File: src/rtl/fir_coeff_sequencer.sv
// Coefficient update controller: host SRAM write window, sequential tap load, FIR run gating.
// Latency: host writes reach the SRAM one cycle after they are presented; tap strobes trail SRAM reads by one cycle.
// Backpressure: none; host traffic outside HOST_WR is dropped and a started load always runs to completion.
// Optional feature macro: FIR_COEFF_CHECKSUM_EN adds oChecksum, the signed sum of the taps strobed by the current load.

module fir_coeff_sequencer #(
  parameter int COEFF_W   = 16,
  parameter int NUM_TAPS  = 33,
  parameter int ADDR_W    = 6,
  parameter int BASE_ADDR = 2
) (
  input  logic               iClk_12M,
  input  logic               iRsn,
  input  logic               iCoeffiUpdateFlag,
  input  logic               iCsnRam,
  input  logic               iWrnRam,
  input  logic [ADDR_W-1:0]  iAddrRam,
  input  logic [COEFF_W-1:0] iWrDtRam,
  output logic               oCsnRam,
  output logic               oWrnRam,
  output logic [ADDR_W-1:0]  oAddrRam,
  output logic [COEFF_W-1:0] oWrDtRam,
  input  logic [COEFF_W-1:0] iRdDtRam,
  output logic               oCoeffWe,
  output logic [5:0]         oCoeffIdx,
  output logic [COEFF_W-1:0] oCoeffDt,
  output logic               oEnDelay,
  output logic               oEnAcc,
  output logic               oBusy,
  output logic               oDone
`ifdef FIR_COEFF_CHECKSUM_EN
  ,
  output logic [COEFF_W+5:0] oChecksum
`endif
);

  typedef enum logic [1:0] {
    IDLE    = 2'd0,
    HOST_WR = 2'd1,
    LOAD    = 2'd2,
    RUN     = 2'd3
  } state_t;

  // Address window holding the tap coefficients, and the counter value of the last read.
  localparam logic [ADDR_W-1:0] LO_ADDR  = ADDR_W'(BASE_ADDR);
  localparam logic [ADDR_W-1:0] HI_ADDR  = ADDR_W'(BASE_ADDR + NUM_TAPS - 1);
  localparam logic [ADDR_W-1:0] LAST_CNT = ADDR_W'(NUM_TAPS - 1);
  localparam logic [ADDR_W-1:0] ONE_A    = ADDR_W'(1);

  state_t              state_q, state_d;
  logic [ADDR_W-1:0]   cnt_q, cnt_d;
  logic                csn_q, csn_d;
  logic                wrn_q, wrn_d;
  logic [ADDR_W-1:0]   addr_q, addr_d;
  logic [COEFF_W-1:0]  wdat_q, wdat_d;
  logic                we_q, we_d;
  logic [5:0]          idx_q, idx_d;
  logic                en_q, en_d;
  logic                busy_q, busy_d;
  logic                done_q, done_d;
  logic                host_wr_ok;
  logic                load_entry;

  // Only host writes that land inside the coefficient window are allowed through to the SRAM.
  assign host_wr_ok = !iCsnRam && !iWrnRam && (iAddrRam >= LO_ADDR) && (iAddrRam <= HI_ADDR);
  assign load_entry = (state_q == HOST_WR) && (state_d == LOAD);

  // Next-state and next-output logic; the SRAM is deselected unless a cycle explicitly selects it.
  always_comb begin
    state_d = state_q;
    cnt_d   = cnt_q;
    csn_d   = 1'b1;
    wrn_d   = 1'b1;
    addr_d  = addr_q;
    wdat_d  = wdat_q;
    we_d    = 1'b0;
    idx_d   = idx_q;
    unique case (state_q)
      IDLE: begin
        if (iCoeffiUpdateFlag) state_d = HOST_WR;
      end
      HOST_WR: begin
        if (!iCoeffiUpdateFlag) begin
          // Window closed: the first read request goes out together with the move into LOAD.
          state_d = LOAD;
          cnt_d   = '0;
          csn_d   = 1'b0;
          addr_d  = LO_ADDR;
        end else if (host_wr_ok) begin
          csn_d  = 1'b0;
          wrn_d  = 1'b0;
          addr_d = iAddrRam;
          wdat_d = iWrDtRam;
        end
      end
      LOAD: begin
        if (!csn_q) begin
          // A read is outstanding: its data arrives next cycle, so strobe its tap next cycle.
          we_d  = 1'b1;
          idx_d = 6'(cnt_q) + 6'd1;
          if (cnt_q != LAST_CNT) begin
            cnt_d  = cnt_q + ONE_A;
            csn_d  = 1'b0;
            addr_d = LO_ADDR + cnt_q + ONE_A;
          end
        end else begin
          // No read outstanding: the final strobe is on the bus now, so the set is complete.
          state_d = RUN;
        end
      end
      RUN: begin
        if (iCoeffiUpdateFlag) state_d = HOST_WR;
      end
      default: state_d = IDLE;
    endcase
    busy_d = (state_d == HOST_WR) || (state_d == LOAD);
    en_d   = (state_d == RUN);
    done_d = (state_q == LOAD) && (state_d == RUN);
  end

  // State and output registers with synchronous active-low reset.
  always_ff @(posedge iClk_12M) begin
    if (!iRsn) begin
      state_q <= IDLE;
      cnt_q   <= '0;
      csn_q   <= 1'b1;
      wrn_q   <= 1'b1;
      addr_q  <= '0;
      wdat_q  <= '0;
      we_q    <= 1'b0;
      idx_q   <= '0;
      en_q    <= 1'b0;
      busy_q  <= 1'b0;
      done_q  <= 1'b0;
    end else begin
      state_q <= state_d;
      cnt_q   <= cnt_d;
      csn_q   <= csn_d;
      wrn_q   <= wrn_d;
      addr_q  <= addr_d;
      wdat_q  <= wdat_d;
      we_q    <= we_d;
      idx_q   <= idx_d;
      en_q    <= en_d;
      busy_q  <= busy_d;
      done_q  <= done_d;
    end
  end

  assign oCsnRam   = csn_q;
  assign oWrnRam   = wrn_q;
  assign oAddrRam  = addr_q;
  assign oWrDtRam  = wdat_q;
  assign oCoeffWe  = we_q;
  assign oCoeffIdx = idx_q;
  assign oEnDelay  = en_q;
  assign oEnAcc    = en_q;
  assign oBusy     = busy_q;
  assign oDone     = done_q;

  // The SRAM read port is itself registered, so the tap value is taken straight from it,
  // qualified by the registered strobe; a second register here would push the strobe a cycle late.
  assign oCoeffDt = we_q ? iRdDtRam : '0;

`ifdef FIR_COEFF_CHECKSUM_EN
  logic [COEFF_W+5:0] sum_q, sum_d;

  // Running signed sum; cleared as LOAD is entered, accumulates each strobed tap, holds otherwise.
  always_comb begin
    sum_d = sum_q;
    if (load_entry) begin
      sum_d = '0;
    end else if (we_q) begin
      sum_d = sum_q + {{6{iRdDtRam[COEFF_W-1]}}, iRdDtRam};
    end
  end

  // Checksum register with synchronous active-low reset.
  always_ff @(posedge iClk_12M) begin
    if (!iRsn) begin
      sum_q <= '0;
    end else begin
      sum_q <= sum_d;
    end
  end

  assign oChecksum = sum_q;
`else
  logic unused_load_entry;
  assign unused_load_entry = load_entry;
`endif

endmodule
File: config.mk
export PLATFORM = sky130hd
export DESIGN_NAME = fir_coeff_sequencer
export DESIGN_NICKNAME = d
export VERILOG_FILES = /design/src/rtl/fir_coeff_sequencer.sv
export SDC_FILE = /design/constraint.sdc
export NUM_CORES = 1
export LEC_CHECK = 0
export BUFFER_PORTS_ARGS = -buffer_cell sky130_fd_sc_hd__buf_4
export CAP_MARGIN = 20
export CORE_MARGIN = 2
export CORE_UTILIZATION = 31
export DETAILED_ROUTE_END_ITERATION = 8
export GPL_TIMING_DRIVEN = 1
export PLACE_DENSITY = 0.58
export SYNTH_ARGS = -nofsm -noshare
export SYNTH_HDL_FRONTEND = slang
export SYNTH_SLANG_ARGS = --single-unit
File: constraint.sdc
create_clock -name iClk_12M -period 1.8 [get_ports iClk_12M]
set_input_delay 0.09 -clock iClk_12M [delete_from_list [all_inputs] [get_ports iClk_12M]]
set_output_delay 0.09 -clock iClk_12M [all_outputs]
set_load 0.02 [all_outputs]
==> results by group, run 1 <==
Status
  • Status: complete, no violations

Floorplan
  • Starting Density: 31.7%
  • Die Height: 86.9 microns
  • Die width: 86.9 microns
  • Num ports: 94
  • Die area: 7540 sq um
  • Rows: 30
  • CORE AREA: 6720 sq um

Timing
  • Maximum clock frequency: 598 MHz
  • Worst-margin pin slew: 0.465 ns
  • Tmin final: 1.67 ns
  • Slew Viols, Final: 0
  • RSZ-0062 raised after global routing: true
  • Fin crit share: 92.9%
  • Count of final setup violators: 0
  • Rel. slew slack: 68.6%
  • Worst hold slack: 0.0478 ns
  • Final Skew: 0.00332 ns
  • Final count of hold timing violations: 0
  • Setup TNS Final: 0 ns

Pwr
  • Design Power: 2.20 mW
  • P_leak: 1.36 nW
  • Max IR drop VDD: 0.409 mV
  • Pwr per Cell Area: 724 nW/um^2

Cells and area
  • Post-route insts no fill: 421
  • Filler instances: 683
  • Share of cells above drive strength 1: 35.8%
  • Core Util, Final: 45.2%
  • Most frequent cells in the layout: 106 x buf_4, 47 x nand2_1, 42 x dfxtp_1
  • Diodes inserted: 0
  • Post-layout nets: 390
  • Commonest non-fill, non-tap cell in the layout: buf_4
  • Area added between synthesis and finish: 42.6%

Global routing
  • Grt total ovfl: 0
  • First-pass GRT wire length: 8650 microns
  • Initial antenna violation count: 0
  • GRT Util Overall: 14.4%
  • Largest net degree at the start of global routing: 31
  • Vias in the first global route: 1857

Setup path
  • Startpoint types: flip-flop
  • CP Data Arrival Time: 1.86 ns
  • Crit path max fanout: 9
  • Critical path start-end classification: flip-flop to flip-flop
  • Critical Path RT: 1.99 ns
  • Crit path capture type: flip-flop

Synthesis
  • Syn avg cell area: 8.79 sq um
  • EDFF count, synth: 0
  • Mux cell area share after synthesis: 12.3%
  • Net count after synthesis: 291
  • Post-synth ARST share: 0%
  • Share of the yosys chip area belonging to registers: 39.5%
  • Post-Synth XOR/XNOR Area: 2.06%
  • Largest family of logic cells by synthesized area: simple AND/OR/NAND/NOR gates
  • Cells after Synth: 242
  • #FFs+latches synth: 42
  • Post-synthesis compound-gate area fraction: 12.5%
  • Synth Area in Adders: 3.53%
  • Ys flop type: dfxtp_1
  • Synth Area in Simple Gates: 23.6%
  • Mapped cell area: 2130 sq um
  • YS warnings: 0
  • Cell variety after synth: 44

Drt
  • ANT nets after route: 0
  • Total Wirelength: 5490 microns
  • Vias per cell: 4.68
  • Initial DRC count: 51
  • Pre-antenna DRT Iters: 4
  • Via Count: 1969
  • DR DRC count: 0
  • Routed len/inst: 13.0 microns

Clocking
  • Clock latency on the worst-skew pair: 0.29 ns
  • Num CTS Buffers: 5
  • Hold buffer count at cts: 0
  • Clock Tree Buf Depth: 2
  • Clock-pin slew on the worst setup and hold paths: 0.07 ns
  • TritonCTS clock tree: built
  • Root Buffer Master: clkbuf_8
  • Htree depth: 2
  • Clock sink count: 42

Place
  • Inst Count DP: 414
  • Placer congestion estimate: 0.827
  • PortBufs: 93
  • HPWL after DPL: 4160 microns

Hold path
  • Hold Crit Class: primary input to flip-flop

Flow run
  • MaxCap Viol Count: 0
## layer usage
layer	up-vias	wire length, microns	GRT usage [%]	part of all wire [%]
li1	1023	-	-	-
met3	4	306	5.02	5.6
met1	892	2490	18.5	45
met5	-	0	0	0
met4	0	39	2.98	0.71
met2	50	2650	23.3	48
## state kept, by name (all words and copies together), names as in the netlist
name,flops
oCsnRam,1
oEnAcc,1
cnt_q,6
state_q,2
oCoeffWe,1
oDone,1
oAddrRam,6
oWrnRam,1
oCoeffIdx,6
oWrDtRam,16
oBusy,1
## worst paths after layout
| kind | startpoint | end | slack [ns] | depth (start not counted) |
|---|---|---|---|---|
| worst max-delay path | state_q[0] | cnt_q[5] | 0.13 | 7 |
| worst min-delay path | iWrDtRam[7] | oWrDtRam[7] | 0.05 | 3 |
| worst max register to register | state_q[0] | cnt_q[5] | 0.13 | 7 |
| worst min register to register | oWrDtRam[1] | oWrDtRam[1] | 0.46 | 2 |
## power by group
part	switching, mW	internal [mW]
registers	0.0326	0.987
logic	0.312	0.296
clock network	0.301	0.267
total	0.646	1.55
## cell type report
| class | count | area (sq um) | area share, % |
|---|---|---|---|
| Timing Repair Buffer | 107 | 816 | 26.9 |
| Tap cell | 80 | 100 | 3.30 |
| Sequential cell | 42 | 841 | 27.7 |
| Inverter | 9 | 33.8 | 1.11 |
| Multi-Input combinational cell | 176 | 1170 | 38.5 |
| Clock buffer | 7 | 76.3 | 2.52 |
## through the flow
step | area (sq um) | setup slack [ns]
floorplan | 2130 | 0.0935
global placement | 2940 | 0.115
detailed placement | 2940 | 0.0547
CTS | 3010 | 0.0465
global route | 3030 | -0.0162
finish | 3030 | 0.127
## kinds of logic after synthesis
group / after synthesis
and+or+nand+nor: 101
DFF: 42
AOI/OAI and AO/OA: 38
muxes: 26
buffers and inverters: 24
adders and majority gates: 6
xor gates and xnor gates: 5
## cell usage after synthesis, drive strengths merged, types with 2 or more instances
| cell type | n | area [sq um] |
|---|---|---|
| buf | 4 | 50.1 |
| and4 | 2 | 17.5 |
| o21ai | 9 | 45.0 |
| and2 | 23 | 144 |
| dfxtp | 42 | 841 |
| nor4 | 2 | 12.5 |
| clkbuf | 8 | 30.0 |
| o211ai | 2 | 20.0 |
| nand2 | 47 | 176 |
| a21oi | 8 | 40.0 |
| mux2i | 25 | 250 |
| xnor2 | 4 | 35.0 |
| a22o | 2 | 18.8 |
| nor2b | 4 | 25.0 |
| o21a | 5 | 37.5 |
| o31ai | 2 | 15.0 |
| and3 | 4 | 25.0 |
| inv | 9 | 33.8 |
| a31oi | 2 | 12.5 |
| nor2 | 6 | 22.5 |
| nor3 | 3 | 15.0 |
| ha | 6 | 75.1 |
| nand3 | 3 | 15.0 |
| nand4 | 2 | 12.5 |
| dlygate4sd1 | 3 | 26.3 |
## what timing repair did
item,4_1_cts,5_1_grt
setup buffers,0,0
endpoints found under the setup margin,0,12
gates resized for setup,0,5
endpoints found under the hold margin,0,0
## critical path, stage by stage, from the launching register on
cell and delay, ns:
dfxtp_1 0.33, inv_1 0.07, ha_2 0.22, nor2b_2 0.17
buf_4 0.17, o21a_2 0.25, and4_1 0.20, o21a_1 0.16
No activity file was read; power rests on OpenSTA's default activity.
==> run 2: changes to the inputs <==
--- a/config.mk
+++ b/config.mk
@@ -6,12 +6,11 @@
 export NUM_CORES = 1
 export LEC_CHECK = 0
 export BUFFER_PORTS_ARGS = -buffer_cell sky130_fd_sc_hd__buf_4
-export CAP_MARGIN = 20
 export CORE_MARGIN = 2
 export CORE_UTILIZATION = 31
 export DETAILED_ROUTE_END_ITERATION = 8
 export GPL_TIMING_DRIVEN = 1
-export PLACE_DENSITY = 0.58
+export PLACE_DENSITY = 0.56
 export SYNTH_ARGS = -nofsm -noshare
 export SYNTH_HDL_FRONTEND = slang
 export SYNTH_SLANG_ARGS = --single-unit
==> run 2 against run 1 <==
Against the previous run: die area stayed put; sequential share of layout area fell by 0.17 points; register-to-register slack hardly changed.
==> results by group, run 2 (synthesis results as in run 1) <==
Timing
  • Tmin final: 1.69 ns (+0.0147 ns)
  • Slew Viols, Final: 0 (unchanged)
  • Fin worst setup slack: 0.112 ns (-0.0147 ns)
  • Count of final setup violators: 0 (unchanged)
  • Worst-margin pin slew: 0.442 ns (-0.0232 ns)
  • Final Skew: 0.00964 ns (+0.00633 ns)
  • Rel. slew slack: 70.2% (+1.7 points)
  • Final count of hold timing violations: 0 (unchanged)
  • Fin crit share: 93.8% (+0.82 points)
  • Setup TNS Final: 0 ns (unchanged)
  • Maximum clock frequency: 593 MHz (-0.87%)
  • RSZ-0062 raised after global routing: false

Floorplan
  • Die area: 7540 sq um (unchanged)
  • Die width: 86.9 microns (unchanged)
  • Die Height: 86.9 microns (unchanged)
  • Num ports: 94 (unchanged)
  • Starting Density: 31.7% (unchanged)
  • Rows: 30 (unchanged)
  • CORE AREA: 6720 sq um (unchanged)

Cells and area
  • Post-layout nets: 388 (-0.51%)
  • Area added between synthesis and finish: 43.4%
  • Core Util, Final: 45.4% (+0.28 points)
  • Commonest non-fill, non-tap cell in the layout: buf_4
  • Most frequent cells in the layout: 104 x buf_4, 47 x nand2_1, 42 x dfxtp_1
  • Post-route cell area: 3050 sq um (+0.62%)
  • Share of cells above drive strength 1: 35.7% (-0.084 points)
  • Max reg flops: 16 (unchanged)
  • Diodes inserted: 0 (unchanged)

Setup path
  • Crit path to: cnt_q[3]
  • R2r endpoint: cnt_q[3]
  • Critical Path RT: 1.98 ns (about the same)
  • CP Data Arrival Time: 1.87 ns (about the same)
  • Crit path max fanout: 11 (+2)
  • Setup slack, reg-to-reg: 0.11 ns (about the same)
  • Worst r2r src: state_q[0]
  • Startpoint types: flip-flop
  • Crit path capture type: flip-flop
  • Worst Setup SP: state_q[0]
  • R2R depth: 7 (unchanged)
  • Critical path start-end classification: flip-flop to flip-flop

Drt
  • Routed len/inst: 13.2 microns (+1.5%)
  • Vias per cell: 4.75 (+1.5%)
  • Pre-antenna DRT Iters: 4 (unchanged)
  • DR DRC count: 0 (unchanged)
  • Initial DRC count: 39 (-24%)
  • ANT nets after route: 0 (unchanged)
  • Via Count: 1990 (+1.1%)
  • Total Wirelength: 5540 microns (+0.98%)

Clocking
  • Num CTS Buffers: 5 (unchanged)
  • Clock sink count: 42 (unchanged)
  • Htree depth: 2 (unchanged)
  • Hold buffer count at cts: 0 (unchanged)
  • Root Buffer Master: clkbuf_8
  • Clock-pin slew on the worst setup and hold paths: 0.08 ns (about the same)
  • Setup repair bufs after CTS: 0 (unchanged)
  • Clock Tree Buf Depth: 2 (unchanged)
  • TritonCTS clock tree: built
  • Clock latency on the worst-skew pair: 0.29 ns (about the same)
  • CTS resizes: 0 (unchanged)

Global routing
  • Grt total ovfl: 0 (unchanged)
  • Largest net degree at the start of global routing: 33 (+6.5%)
  • GRT Util Overall: 14.3% (-0.12 points)
  • Initial antenna violation count: 0 (unchanged)
  • Vias in the first global route: 1791 (-3.6%)
  • First-pass GRT wire length: 8630 microns (-0.16%)

Pwr
  • P_leak: 1.37 nW (+0.67%)
  • Max IR drop VDD: 0.381 mV (-6.9%)
  • Pwr per Cell Area: 778 nW/um^2 (+7.4%)

Place
  • Placer congestion estimate: 0.809 (-2.2%)
  • Post-placement cell area: 2920 sq um (-0.51%)
  • HPWL after DPL: 4240 microns (+2.0%)
  • PortBufs: 93 (unchanged)
  • Dpl ws: 0.0458 ns (-0.00897 ns)

Flow run
  • MaxCap Viol Count: 0 (unchanged)

Hold path
  • Hold Crit Class: primary input to flip-flop

Status
  • Status: complete, no violations
run 2: cell types whose count changed in the layout (fill, tap and decap cells not counted), sizes merged:
cell	change
buf	-2
bufinv	+1
clkbuf	-1
run 2: where the power goes:
group | switching (mW) | total, mW | internal [mW]
sequential | 0.0346 | 1.02 | 0.987
combinational | 0.313 | 0.599 | 0.285
clock | 0.310 | 0.754 | 0.444
run 2: worst min path at each step:
stage | from | end | depth (start not counted) | slack, ns
after floorplan | iWrDtRam[15] | oWrDtRam[15] | 2 | 0.23
final | iWrDtRam[3] | oWrDtRam[3] | 3 | 0.05
after detailed placement | iWrDtRam[14] | oWrDtRam[14] | 3 | 0.36
after global placement | iWrDtRam[2] | oWrDtRam[2] | 3 | 0.35
after CTS | iWrDtRam[14] | oWrDtRam[14] | 3 | 0.05
after global routing | iWrDtRam[7] | oWrDtRam[7] | 3 | 0.04
run 2: area by class of cell:
cell class	count	area, sq um
Sequential cell	42	841
Multi-Input combinational cell	176	1160
Inverter	9	33.8
Clock inverter	1	30.0
Tap cell	80	100
Fill cell	672	3670
Timing Repair Buffer	105	801
Clock buffer	6	82.6
run 2: stage by stage:
step	hold WS, ns	instances	power, mW
6_report	0.0509	419	2.37
2_1_floorplan	0.232	242	1.39
3_3_place_gp	0.351	412	1.62
5_1_grt	0.0418	419	2.50
4_1_cts	0.0460	419	2.39
3_5_place_dp	0.358	412	1.63
run 2: metal layers:
| metal | up-vias | global-route usage (%) | wire (microns) |
|---|---|---|---|
| li1 | 1020 | - | - |
| met1 | 907 | 19.5 | 2540 |
| met2 | 57 | 22.1 | 2620 |
| met3 | 6 | 4.27 | 328 |
| met4 | 0 | 3.27 | 48 |
| met5 | - | 0 | 0 |
run 2: worst max-delay path: stages, from the launching register on:
cell and delay [ns]:
dfxtp_1 0.35, inv_1 0.07, ha_2 0.22, nor2b_1 0.15, buf_4 0.18, o21a_2 0.25
and4_1 0.21, o21a_1 0.16
==> run 3: changes to the inputs <==
--- a/config.mk
+++ b/config.mk
@@ -7,10 +7,10 @@
 export LEC_CHECK = 0
 export BUFFER_PORTS_ARGS = -buffer_cell sky130_fd_sc_hd__buf_4
 export CORE_MARGIN = 2
-export CORE_UTILIZATION = 31
+export CORE_UTILIZATION = 42
 export DETAILED_ROUTE_END_ITERATION = 8
 export GPL_TIMING_DRIVEN = 1
-export PLACE_DENSITY = 0.56
+export PLACE_DENSITY = 0.73
 export SYNTH_ARGS = -nofsm -noshare
 export SYNTH_HDL_FRONTEND = slang
 export SYNTH_SLANG_ARGS = --single-unit
==> run 3 against run 2 <==
Against the previous run: sequential power about the same; combinational power decreased by 3%; total power decreased by 6.6%; routed wire length decreased by 4.9%; first-iteration DRC count increased by 90%; clock skew decreased by 0.0047 ns; worst setup slack got worse by 0.010 ns; hold slack improved by 0.0012 ns.
==> results by group, run 3 (synthesis results as in run 1) <==
Cells and area
  • Diodes inserted: 0 (unchanged)
  • Area added between synthesis and finish: 40.6%
  • Max reg flops: 16 (unchanged)
  • Most frequent cells in the layout: 102 x buf_4, 47 x nand2_1, 42 x dfxtp_1
  • Post-layout nets: 386 (-0.52%)
  • Share of cells above drive strength 1: 34.9% (-0.78 points)
  • Commonest non-fill, non-tap cell in the layout: buf_4
  • Core Util, Final: 62.1% (+17 points)

Timing
  • Final Skew: 0.00495 ns (-0.00469 ns)
  • Slew Viols, Final: 0 (unchanged)
  • Worst-margin pin slew: 0.466 ns (+0.0243 ns)
  • RSZ-0062 raised after global routing: false
  • Rel. slew slack: 68.8% (-1.4 points)
  • Tmin final: 1.70 ns (+0.00995 ns)
  • Setup TNS Final: 0 ns (unchanged)
  • Count of final setup violators: 0 (unchanged)
  • Fin worst setup slack: 0.102 ns (-0.00995 ns)
  • Final count of hold timing violations: 0 (unchanged)
  • Fin crit share: 94.3% (+0.55 points)
  • Maximum clock frequency: 589 MHz (-0.59%)

Drt
  • Metal2 WL: 2620 microns (+0.19%)
  • Routed met3 length: 358 microns (+9.1%)
  • DRT met1 WL: 2260 microns (-11%)
  • Pre-antenna DRT Iters: 4 (unchanged)
  • Initial DRC count: 74 (+90%)
  • Via Count: 1982 (-0.40%)
  • DR DRC count: 0 (unchanged)
  • Total Wirelength: 5270 microns (-4.9%)
  • ANT nets after route: 0 (unchanged)
  • Vias per cell: 4.89 (+3.0%)
  • Max Used Layer: met4
  • Routed len/inst: 13.0 microns (-1.6%)

Clocking
  • Setup repair bufs after CTS: 0 (unchanged)
  • Clock Tree Buf Depth: 2 (unchanged)
  • Htree depth: 2 (unchanged)
  • Clock-pin slew on the worst setup and hold paths: 0.08 ns (about the same)
  • Clock latency on the worst-skew pair: 0.28 ns (about the same)
  • Root Buffer Master: clkbuf_8
  • TritonCTS clock tree: built
  • Hold buffer count at cts: 0 (unchanged)
  • Clock sink count: 42 (unchanged)
  • Num CTS Buffers: 5 (unchanged)

Setup path
  • Startpoint types: flip-flop
  • Worst Setup SP: state_q[0]
  • Chain of cells forming the critical path: inv_1 > ha_2 > nor2b_1 > buf_4 > mux2_2 > and2_1
  • Crit-path max cell delay: 0.33 ns (-0.02 ns)
  • Setup slack, reg-to-reg: 0.10 ns (about the same)
  • CP Data Arrival Time: 1.88 ns (about the same)
  • Crit path capture type: flip-flop
  • Critical Path RT: 1.98 ns (about the same)
  • Slowest cell on crit path: mux2_2
  • Critical path start-end classification: flip-flop to flip-flop
  • R2R depth: 6 (-1)
  • Worst r2r src: state_q[0]
  • Crit path max fanout: 10 (-1)

Global routing
  • GRT Util Overall: 18.1% (+3.9 points)
  • Vias in the first global route: 1775 (-0.89%)
  • Largest net degree at the start of global routing: 32 (-3.0%)
  • Grt total ovfl: 0 (unchanged)
  • First-pass GRT wire length: 7910 microns (-8.3%)
  • Initial antenna violation count: 0 (unchanged)

Hold path
  • Hold path cells: 3 (unchanged)
  • Hold path start: iWrDtRam[1]
  • Hold Crit Class: primary input to flip-flop

Floorplan
  • Num ports: 94 (unchanged)
  • Rows: 25 (-17%)
  • Starting Density: 44.2% (+13 points)
  • CORE AREA: 4820 sq um (-28%)
  • Die Height: 75.2 microns (-13%)
  • Die area: 5650 sq um (-25%)
  • Die width: 75.2 microns (-13%)

Pwr
  • Pwr per Cell Area: 741 nW/um^2 (-4.7%)
  • Max IR drop VDD: 0.517 mV (+36%)
  • P_leak: 1.35 nW (-1.4%)

Place
  • Dpl ws: 0.0754 ns (+0.0296 ns)
  • PortBufs: 93 (unchanged)
  • Placer congestion estimate: 0.893 (+10%)
  • HPWL after DPL: 4130 microns (-2.8%)

Flow run
  • MaxCap Viol Count: 0 (unchanged)

Status
  • Status: complete, no violations
[run 3: cell count changes in the layout (fill, tap and decap cells not counted), sizes merged]
cell    delta
bufinv     -1
clkinv     +1
clkbuf     +1
buf        -2
[run 3: where the power goes]
group          switching (mW)  internal, mW
registers              0.0327         0.987
clock network           0.307         0.310
logic                   0.303         0.278
total                   0.643          1.57
[run 3: per-layer routing]
layer,vias up,GRT usage [%]
met1,891,22.6
met2,68,31.3
met3,4,4.69
li1,1019,-
met4,0,4.48
met5,-,0
[run 3: critical path, delay by kind of cell, from the launching register on]
| kind | cells | cell delay (ns) |
|---|---|---|
| DFF | 1 | 0.32 |
| and+or+nand+nor | 2 | 0.38 |
| buffers and inverters | 2 | 0.30 |
| adders and majority gates | 1 | 0.26 |
| muxes | 1 | 0.33 |
[run 3: repair_timing]
action	in CTS	in global routing
endpoints found under the hold margin	0	0
gates resized for setup	0	3
setup endpoints to repair	0	12
[run 3: cell type report]
| type | instances | area, sq um |
|---|---|---|
| fillers | 440 | 1830 |
| multi-input cells | 176 | 1160 |
| flip-flops and latches | 42 | 841 |
| repair buffers | 103 | 786 |
| clock buffers | 7 | 86.3 |
| well taps | 67 | 83.8 |
| inverters | 9 | 33.8 |
| clock inverters | 1 | 5.00 |
[run 3: path summary, 6_finish.rpt]
check            endpoint
max          oCoeffIdx[0]
min           oWrDtRam[1]
max reg2reg  oCoeffIdx[0]
min reg2reg   oWrDtRam[6]
[run 3: per-stage QoR]
stage / area [sq um] / power [mW] / std cells / hold WS [ns]
2_1_floorplan: 2130 / 1.39 / 242 / 0.232
3_3_place_gp: 2890 / 1.61 / 397 / 0.350
3_5_place_dp: 2890 / 1.62 / 397 / 0.358
4_1_cts: 2980 / 2.24 / 405 / 0.0518
5_1_grt: 2990 / 2.33 / 405 / 0.0484
6_report: 2990 / 2.22 / 405 / 0.0521
